$ cat config.mk
export PLATFORM = sky130hd
export DESIGN_NAME = qsn_ctrl_85b
export DESIGN_NICKNAME = d
export VERILOG_FILES = /design/src/rtl/qsn_ctrl_85b_pkg.sv /design/src/rtl/qsn_ctrl_85b_cmd_fifo.sv /design/src/rtl/qsn_ctrl_85b.sv
export SDC_FILE = /design/constraint.sdc
export NUM_CORES = 1
export LEC_CHECK = 0
export CORE_MARGIN = 1
export CORE_UTILIZATION = 55
export CTS_BUF_LIST = sky130_fd_sc_hd__clkbuf_8
export CTS_CLUSTER_DIAMETER = 150
export DETAILED_ROUTE_END_ITERATION = 16
export HOLD_SLACK_MARGIN = 0.12
export PLACE_DENSITY = 0.82
export RECOVER_POWER = 50
export SYNTH_ARGS = -nofsm -noshare
export SYNTH_HDL_FRONTEND = slang
export SYNTH_HIERARCHICAL = 1
export SYNTH_SLANG_ARGS = --single-unit
$ cat constraint.sdc
create_clock -name sys_clk -period 5.61 [get_ports sys_clk]
set_input_delay 0.561 -clock sys_clk [delete_from_list [all_inputs] [get_ports sys_clk]]
set_output_delay 0.561 -clock sys_clk [all_outputs]
set_load 0.005 [all_outputs]
$ cat src/rtl/qsn_ctrl_85b_pkg.sv
// Shared constants, command layout and helpers for the 85-bit QSN select controller.
package qsn_ctrl_85b_pkg;

    localparam int QSN_Z       = 85;
    localparam int QSN_SEL_W   = 7;
    localparam int QSN_MERGE_W = 84;
    localparam int QSN_CMD_W   = QSN_SEL_W + 2;

    localparam logic [QSN_SEL_W-1:0] QSN_Z_SEL = QSN_SEL_W'(QSN_Z);

    typedef struct packed {
        logic [QSN_SEL_W-1:0] shift;
        logic                 inverse;
        logic                 last;
    } qsn_cmd_t;

    // The pipelined shifter schedule (SCHED_4_6) adds one register stage to the data path.
    function automatic int qsn_lat_for_sched(input bit sched_4_6);
        return sched_4_6 ? 1 : 0;
    endfunction

    // Thermometer code: bit k set while k < Z - s_eff; set bits steer the left network.
    function automatic logic [QSN_MERGE_W-1:0] qsn_thermo(input logic [QSN_SEL_W-1:0] s_eff);
        logic [QSN_MERGE_W-1:0] m;
        logic [QSN_SEL_W-1:0]   lim;
        lim = QSN_Z_SEL - s_eff;
        for (int k = 0; k < QSN_MERGE_W; k++) begin
            m[k] = (QSN_SEL_W'(k) < lim);
        end
        return m;
    endfunction

endpackage

$ cat src/rtl/qsn_ctrl_85b_cmd_fifo.sv
// Small synchronous command FIFO; full/empty come from comparing the extra pointer MSB.
module qsn_ctrl_85b_cmd_fifo #(
    parameter int WIDTH = 9,
    parameter int DEPTH = 4
) (
    input  logic             clk_i,
    input  logic             rst_ni,
    input  logic             push_i,
    input  logic [WIDTH-1:0] wdata_i,
    input  logic             pop_i,
    output logic [WIDTH-1:0] rdata_o,
    output logic             full_o,
    output logic             empty_o
);

    localparam int AW = $clog2(DEPTH);
    localparam logic [AW:0] PTR_ONE = (AW + 1)'(1);

    logic [AW:0]      wr_ptr_q;
    logic [AW:0]      rd_ptr_q;
    logic [WIDTH-1:0] mem_q [DEPTH];
    logic             do_push;
    logic             do_pop;

    assign full_o  = (wr_ptr_q[AW] != rd_ptr_q[AW]) && (wr_ptr_q[AW-1:0] == rd_ptr_q[AW-1:0]);
    assign empty_o = (wr_ptr_q == rd_ptr_q);
    assign do_push = push_i && !full_o;
    assign do_pop  = pop_i && !empty_o;
    assign rdata_o = mem_q[rd_ptr_q[AW-1:0]];

    always_ff @(posedge clk_i or negedge rst_ni) begin
        if (!rst_ni) begin
            wr_ptr_q <= '0;
            rd_ptr_q <= '0;
        end else begin
            if (do_push) wr_ptr_q <= wr_ptr_q + PTR_ONE;
            if (do_pop)  rd_ptr_q <= rd_ptr_q + PTR_ONE;
        end
    end

    // Storage needs no reset: the pointers define which entries are meaningful.
    always_ff @(posedge clk_i) begin
        if (do_push) mem_q[wr_ptr_q[AW-1:0]] <= wdata_i;
    end

endmodule

$ cat src/rtl/qsn_ctrl_85b.sv
// Select generator for qsn_top_85b: command FIFO -> stage A (shift reduction/inversion)
// -> stage B (registered selects) -> data-valid delay line matching the shifter latency.
module qsn_ctrl_85b
    import qsn_ctrl_85b_pkg::*;
#(
    parameter int FIFO_DEPTH = 4,
    parameter int QSN_LAT    = 0
) (
    input  logic                   sys_clk,
    input  logic                   rstn,
    input  logic                   cmd_valid,
    output logic                   cmd_ready,
    input  logic [QSN_SEL_W-1:0]   cmd_shift,
    input  logic                   cmd_inverse,
    input  logic                   cmd_last,
    output logic                   sel_valid,
    input  logic                   sel_ready,
    output logic [QSN_SEL_W-1:0]   left_sel,
    output logic [QSN_SEL_W-1:0]   right_sel,
    output logic [QSN_MERGE_W-1:0] merge_sel,
    output logic                   sel_last,
    output logic                   qsn_out_vld,
    output logic                   qsn_out_lst,
    output logic                   range_err
);

    qsn_cmd_t               push_cmd;
    qsn_cmd_t               pop_cmd;
    logic                   fifo_full;
    logic                   fifo_empty;
    logic                   fifo_pop;
    logic                   ready_q;

    logic                   a_valid_q;
    logic                   a_last_q;
    logic [QSN_SEL_W-1:0]   a_seff_q;
    logic [QSN_SEL_W-1:0]   s_red_d;
    logic [QSN_SEL_W-1:0]   s_eff_d;
    logic                   range_err_q;

    logic                   b_valid_q;
    logic                   b_last_q;
    logic [QSN_SEL_W-1:0]   left_q;
    logic [QSN_SEL_W-1:0]   right_q;
    logic [QSN_MERGE_W-1:0] merge_q;
    logic [QSN_SEL_W-1:0]   right_d;
    logic [QSN_MERGE_W-1:0] merge_d;

    logic                   b_en;
    logic                   a_en;
    logic                   fire;

    assign push_cmd  = '{shift: cmd_shift, inverse: cmd_inverse, last: cmd_last};
    assign cmd_ready = ready_q && !fifo_full;

    qsn_ctrl_85b_cmd_fifo #(
        .WIDTH (QSN_CMD_W),
        .DEPTH (FIFO_DEPTH)
    ) u_cmd_fifo (
        .clk_i   (sys_clk),
        .rst_ni  (rstn),
        .push_i  (cmd_valid && cmd_ready),
        .wdata_i (push_cmd),
        .pop_i   (fifo_pop),
        .rdata_o (pop_cmd),
        .full_o  (fifo_full),
        .empty_o (fifo_empty)
    );

    // Enable-gated back-pressure: a stage advances only when the one after it can take data.
    assign b_en     = !b_valid_q || sel_ready;
    assign a_en     = !a_valid_q || b_en;
    assign fifo_pop = a_en && !fifo_empty;
    assign fire     = b_valid_q && sel_ready;

    // A single subtract suffices because the 7-bit shift never reaches 2*Z.
    always_comb begin
        s_red_d = (pop_cmd.shift >= QSN_Z_SEL) ? pop_cmd.shift - QSN_Z_SEL : pop_cmd.shift;
        s_eff_d = (pop_cmd.inverse && (s_red_d != '0)) ? QSN_Z_SEL - s_red_d : s_red_d;
    end

    always_comb begin
        right_d = (a_seff_q == '0) ? '0 : QSN_Z_SEL - a_seff_q;
        merge_d = qsn_thermo(a_seff_q);
    end

    always_ff @(posedge sys_clk or negedge rstn) begin
        if (!rstn) begin
            ready_q     <= 1'b0;
            a_valid_q   <= 1'b0;
            a_last_q    <= 1'b0;
            a_seff_q    <= '0;
            range_err_q <= 1'b0;
        end else begin
            ready_q <= 1'b1;
            if (a_en) begin
                a_valid_q <= fifo_pop;
                if (fifo_pop) begin
                    a_last_q <= pop_cmd.last;
                    a_seff_q <= s_eff_d;
                end
            end
            if (fifo_pop && (pop_cmd.shift >= QSN_Z_SEL)) range_err_q <= 1'b1;
        end
    end

    // Selects only update on a real beat so they hold between beats.
    always_ff @(posedge sys_clk or negedge rstn) begin
        if (!rstn) begin
            b_valid_q <= 1'b0;
            b_last_q  <= 1'b0;
            left_q    <= '0;
            right_q   <= '0;
            merge_q   <= '0;
        end else if (b_en) begin
            b_valid_q <= a_valid_q;
            b_last_q  <= a_valid_q && a_last_q;
            if (a_valid_q) begin
                left_q  <= a_seff_q;
                right_q <= right_d;
                merge_q <= merge_d;
            end
        end
    end

    assign sel_valid = b_valid_q;
    assign sel_last  = b_last_q;
    assign left_sel  = left_q;
    assign right_sel = right_q;
    assign merge_sel = merge_q;
    assign range_err = range_err_q;

    generate
        if (QSN_LAT == 0) begin : g_lat0
            assign qsn_out_vld = fire;
            assign qsn_out_lst = b_last_q;
        end else begin : g_latn
            logic [QSN_LAT-1:0] vld_dly_q;
            logic [QSN_LAT-1:0] lst_dly_q;

            always_ff @(posedge sys_clk or negedge rstn) begin
                if (!rstn) begin
                    vld_dly_q <= '0;
                    lst_dly_q <= '0;
                end else begin
                    vld_dly_q[0] <= fire;
                    lst_dly_q[0] <= fire && b_last_q;
                    for (int i = 1; i < QSN_LAT; i++) begin
                        vld_dly_q[i] <= vld_dly_q[i-1];
                        lst_dly_q[i] <= lst_dly_q[i-1];
                    end
                end
            end

            assign qsn_out_vld = vld_dly_q[QSN_LAT-1];
            assign qsn_out_lst = lst_dly_q[QSN_LAT-1];
        end
    endgenerate

endmodule

==> results of run 1 <==
==> layer usage <==
layer | wire length (um) | part of all wire (%) | vias up
li1 | - | - | 2471
met1 | 6632 | 41 | 2657
met2 | 8073 | 49 | 270
met3 | 1171 | 7.2 | 44
met4 | 465 | 2.8 | 0
met5 | 0 | 0 | -
==> cells by family after synthesis <==
| logic type | after synthesis |
|---|---|
| adder cells (fa/ha/maj) | 12 |
| AO/OA/AOI/OAI | 165 |
| XOR/XNOR | 20 |
| other | 1 |
| multiplexers | 10 |
| AND/OR/NAND/NOR | 231 |
| flip-flops | 153 |
| buffers and inverters | 53 |
==> flip-flops by register name, indices dropped and copies added, names as in the netlist, 3 cells and up <==
signal               flops
a_seff_q                 7
right_sel                7
u_cmd_fifo/mem_q        36
u_cmd_fifo/wr_ptr_q      3
merge_sel               84
u_cmd_fifo/rd_ptr_q      3
left_sel                 7
==> synth_stat cells, drive strengths merged (10+ instances only) <==
| cell type | count | area (um^2) |
|---|---|---|
| o21ai | 66 | 334.1 |
| dfrtp | 117 | 2928 |
| a21oi | 29 | 148.9 |
| clkbuf | 22 | 95.09 |
| a221o | 12 | 120.1 |
| buf | 16 | 102.6 |
| nor3 | 11 | 65.06 |
| inv | 14 | 52.55 |
| a31oi | 16 | 106.4 |
| ha | 12 | 150.1 |
| xnor2 | 11 | 103.9 |
| o31ai | 10 | 80.07 |
| nor2 | 59 | 221.5 |
| nand2 | 120 | 450.4 |
| edfxtp | 36 | 1081 |
==> worst register-to-register path: stages (launching register included) <==
cell and delay [ns]:
dfrtp_1 0.82, mux4_2 0.69, inv_1 0.13, ha_1 0.26, nand2b_1 0.20, a21oi_1 0.11
a41o_1 0.26, and4bb_1 0.23, or4_1 0.50, o211ai_1 0.10
==> worst min-delay path by stage <==
stage / depth (start not counted) / start / endpoint / slack (ns)
CTS: 1 / rstn / merge_sel[24]$_DFFE_PN0P_ / 0.24
detailed placement: 1 / range_err$_DFFE_PN0P_ / range_err$_DFFE_PN0P_ / 0.45
floorplan: 0 / rstn / a_last_q$_DFFE_PN0P_ / 0.27
global route: 2 / merge_sel[47]$_DFFE_PN0P_ / merge_sel[47]$_DFFE_PN0P_ / 0.49
finish: 1 / range_err$_DFFE_PN0P_ / range_err$_DFFE_PN0P_ / 0.47
global placement: 1 / range_err$_DFFE_PN0P_ / range_err$_DFFE_PN0P_ / 0.45
==> power breakdown <==
group	switching (uW)	total, uW	internal (uW)
clock	403	880	478
sequential	351	1930	1580
combinational	1590	2810	1230
==> metrics by stage <==
step                cells  util [%]  power, uW  instance area [um^2]
floorplan             645         -       3619                  6897
global placement      893     66.82       4676                  8093
detailed placement    893     66.82       4786                  8093
CTS                   925     70.28       5677                  8512
global route          925     70.19       6004                  8501
finish                925     70.19       5623                  8501
==> cell type report <==
class | count | area (um^2) | share of cell area, %
clock inverters | 15 | 185.2 | 2.178
multi-input cells | 439 | 2636 | 31.01
clock buffers | 17 | 234.0 | 2.752
inverters | 15 | 56.30 | 0.6623
well taps | 168 | 210.2 | 2.473
repair buffers | 118 | 1170 | 13.76
flip-flops and latches | 153 | 4009 | 47.16
==> flow_summary.toml, run 1 <==
[final_layout]
final_common_cell = "nand2_1"
syn_to_final_growth_pct = 23.26
diodes = 0
drive_above_1_share_pct = 7.662
final_cell_mix = "120 x nand2_1, 117 x dfrtp_1, 59 x nor2_1, 59 x o21ai_0, 58 x dlygate4sd3_1"
fin_nets = 769
fillCellCount = 908

[drt]
dr.first_iter.drc_count = 490
dr.pass1.iters = 5
drc = 0
dr_total_vias = 5442
drtAntennaViolNets = 0
wirelength_mm = 16.34
viasPerCell = 5.883
wire_per_inst_um = 17.67

[clock_network]
clkTransAtPathRegs_ns = 0.08
ctsHoldBuffers = 0
cts_tree = "built"
insertion_delay_ns = 0.45
cts_root_buffer = "clkbuf_8"
clockBufferDepth = 2
htreeDepth = 4
postCtsSetupBuffers = 0
cts.sinks = 153
cts_buffers = 17
cts_resized = 0

[yosys]
ys_ff_latch = 153
synth_area_um2 = 6897
synth_edf_count = 36
syn_area_per_cell_um2 = 10.69
yosysWarnings = 6
ys_seq_area_share_pct = 58.13
synthSimpleGateAreaFrac_pct = 14.75
synth_mux_area_share_pct = 3.102
synth_top_family_by_area = "compound AO/OA/AOI/OAI gates"
synth_cells = 645
ys_types = 66
syn_nets = 670
synth_ff_type = "dfrtp_1"
synth_xor_area_share_pct = 2.866
synth_compound_area_share_pct = 15.24
async_reset_ff_share_pct = 76.47
synthAdderAreaFrac_pct = 2.177

[critical_path]
rr_endpoint = "a_seff_q[2]$_DFFE_PN0P_"
cp-end-kind = "async pin"
crit_cells = 2
crit_buf_inv = 2
r2r_slack_ns = 2.20
worst-setup-path-type = "input pin to async pin"
cp-endpoint = "merge_sel[11]$_DFFE_PN0P_"
max_stage_delay_ns = 2.49
worstPathArrival_ns = 3.95
rr_worst_depth = 9
startpoint = "rstn"
crit_family = "buffers and inverters"
path_cells = "clkbuf_1 -> buf_4"
rr_startpoint = "u_cmd_fifo/rd_ptr_q[0]$_DFFE_PN0P_"
crit_slowest_cell = "clkbuf_1"
crit_fanout = 70
start_kind = "input pin"
cp.required_ns = 6.14

[sta]
fmax_mhz = 292.7
fin_setup_tns_ns = 0
finalHoldViolCount = 0
worst_pin_slew_ns = 3.594
setup_viol = 0
fin_crit_sh_pct = 60.91
setup_slack_ns = 2.193
rsz0062_at_grt = "no"
fin_crit_ns = 3.417
maxSlewHeadroom_pct = -139.6
holdWs_ns = 0.4665
final.setup_skew_ns = 0.01112
slew_viol_final = 71

[placement]
place_hpwl_mm = 11.24
preCtsSetupSlack_ns = 2.223
place_congestion = 0.8853
io_buffers = 116

[die]
rows = 40
io_pins = 117
initial_core_util_pct = 56.94
die_h_um = 114.0
die_area_um2 = 12990
die_w_um = 114.0
core_area_um2 = 12110

[global_route]
grt_use_met2_pct = 43.88
use_met3_pct = 5.367
grt_antenna_before_repair = 0
grt_use_met1_pct = 33.99
busiest_layer = "met2"
track_usage_pct = 26.71
grt_max_degree = 110
globalRouteOverflowTotal = 0
grt_pass1_vias = 5262
grt_pass1_wl_mm = 26.38

[outcome]
status = "finished with violations"
violations = "capacitance limit, slew limit"

[power]
leakage_uw = 0.003472
p_per_area_nw_per_um2 = 661.5
peakVddDrop_mv = 0.3163

[job]
maxCapViolCount = 1

[hold_path]
holdCritPathClass = "flip-flop to flip-flop"
(Power assumes the default switching activity.)
==> run 2: changes to the inputs <==
- clock period: 5.61 -> 3.3 ns (I/O delays scaled with it)
==> run 2 against run 1 <==
Effect of this change: critical path type is now flip-flop to flip-flop; clock skew is 0.0039 ns lower; sequential share of layout area is 0.39 points lower; highest routed layer unchanged; sequential power is 68% higher; combinational power is 78% higher; cell count is 1.3% higher; the flow still finishes with violations (capacitance limit, slew limit); flip-flop and latch count stayed put; non-clock buffer count is 12 higher; utilization is 0.61 points higher; via count is 0.57% higher; total power is 71% higher.
==> flow_summary.toml, run 2 (synthesis gave the netlist of run 1 again) <==
[critical_path]
cp.required_ns = 3.66
crit_slowest_cell = "mux4_2"
cp-end-kind = "flip-flop"
path_cells = "mux4_2 -> inv_1 -> ha_1 -> nand2b_1 -> a21oi_1 -> a41o_1 -> and4bb_1 -> or4_1 -> o211ai_1"
start_kind = "flip-flop"
crit_buf_inv = 1
max_stage_delay_ns = 0.62
worstPathArrival_ns = 3.39
worst-setup-path-type = "flip-flop to flip-flop"
crit_family = "simple AND/OR/NAND/NOR gates"
crit_fanout = 7

[global_route]
grt_max_degree = 64
use_met3_pct = 5.526
grt_antenna_before_repair = 0
grt_pass1_wl_mm = 27.10
track_usage_pct = 27.36
grt_use_met2_pct = 45.49
grt_use_met1_pct = 35.24
globalRouteOverflowTotal = 0
grt_pass1_vias = 5335
busiest_layer = "met2"

[drt]
wire_per_inst_um = 17.93
dr_total_vias = 5473
dr.pass1.iters = 7
wirelength_mm = 16.80
drc = 0
dr.first_iter.drc_count = 484
viasPerCell = 5.841
drtAntennaViolNets = 0

[power]
peakVddDrop_mv = 0.5251
p_per_area_nw_per_um2 = 1120
leakage_uw = 0.003491

[final_layout]
drive_above_1_share_pct = 9.233
diodes = 0
instances_no_fill = 937
final_common_cell = "nand2_1"
syn_to_final_growth_pct = 24.33
fillCellCount = 873
final_core_util_pct = 70.80
largest_reg_flops = 84
fin_nets = 781
final_cell_mix = "120 x nand2_1, 116 x dfrtp_1, 61 x clkdlybuf4s50_1"
final_cell_area_um2 = 8574
multi_input_area_um2 = 2641
seqCellArea_um2 = 4010

[die]
die_w_um = 114.0
die_h_um = 114.0
core_area_um2 = 12110
initial_core_util_pct = 56.94
rows = 40
io_pins = 117
die_area_um2 = 12990

[placement]
io_buffers = 116
dp_cells = 904
place_congestion = 0.8445
dpl-instance-area_um2 = 8188
place_hpwl_mm = 12.00

[clock_network]
insertion_delay_ns = 0.45
clkTransAtPathRegs_ns = 0.08
cts_root_buffer = "clkbuf_8"
clockBufferDepth = 2
cts.sinks = 153
postCtsSetupBuffers = 0
cts_buffers = 17
cts_tree = "built"
htreeDepth = 4

[sta]
final.setup_skew_ns = 0.007169
finalHoldViolCount = 0
fin_crit_sh_pct = 91.84
slew_viol_final = 63
fin_setup_tns_ns = 0
worst_pin_slew_ns = 1.577
holdWs_ns = 0.4628
fmax_mhz = 329.9
setup_viol = 0
maxSlewHeadroom_pct = -5.146
rsz0062_at_grt = "no"
fin_crit_ns = 3.031

[outcome]
violations = "capacitance limit, slew limit"
status = "finished with violations"

[job]
maxCapViolCount = 1

[hold_path]
holdCritPathClass = "flip-flop to flip-flop"
run 2: cell count changes in the layout (fill, tap and decap cells not counted), sizes merged:
cell           previous run  this run
buf                       2        11
bufinv                    4         2
clkbuf                   18        20
clkdlybuf4s50            57        61
clkinv                    8         6
clkinvlp                  2         7
dlygate4sd3              58        55
inv                      16        15
run 2: path summary, 6_finish.rpt:
| path | cells after the start | start | slack (ns) | endpoint |
|---|---|---|---|---|
| max | 9 | u_cmd_fifo/rd_ptr_q[0]$_DFFE_PN0P_ | 0.27 | a_seff_q[4]$_DFFE_PN0P_ |
| max reg2reg | 9 | u_cmd_fifo/rd_ptr_q[0]$_DFFE_PN0P_ | 0.27 | a_seff_q[4]$_DFFE_PN0P_ |
| min reg2reg | 2 | merge_sel[76]$_DFFE_PN0P_ | 0.46 | merge_sel[76]$_DFFE_PN0P_ |
| min in group asynchronous | 2 | rstn | 0.82 | merge_sel[76]$_DFFE_PN0P_ |
| max in group asynchronous | 3 | rstn | 1.48 | u_cmd_fifo/rd_ptr_q[0]$_DFFE_PN0P_ |
| min | 2 | merge_sel[76]$_DFFE_PN0P_ | 0.46 | merge_sel[76]$_DFFE_PN0P_ |
run 2: cell type report:
cell class                 instances  share of cell area (%)
clock buffer                      17                   2.729
clock inverter                    15                   1.795
inverter                          15                  0.6566
multi-input combinational        439                   30.80
sequential                       153                   46.77
tap                              168                   2.451
timing repair buffer             130                   14.80
run 2: where the power goes:
part,internal [uW],total [uW],switching (uW)
clock network,668,1360,692
registers,2680,3250,565
logic,2210,5000,2790
total,5560,9610,4050
run 2: metrics by stage:
stage,power [uW],setup WS (ns)
2_1_floorplan,6153,0.3667
3_3_place_gp,8150,0.2587
3_5_place_dp,8320,0.1431
4_1_cts,9693,0.1310
5_1_grt,10260,0.03922
6_report,9606,0.2692
run 2: timing repair:
item | CTS | global route
hold endpoints to repair | 62 | 0
gates resized for setup | 0 | 1
hold buffers | 1 | 0
endpoints found under the setup margin | 0 | 2
run 2: per-layer routing:
metal | share of wire, % | vias to the layer above
met5 | 0 | -
met4 | 2.1 | 0
met3 | 5.8 | 33
met2 | 50 | 238
met1 | 42 | 2707
li1 | - | 2495
run 2: tightest hold or removal path, stage by stage, from the launching register on:
cell	delay (ns)
dfrtp_1	0.34
nand2_1	0.05
nand2_1	0.04
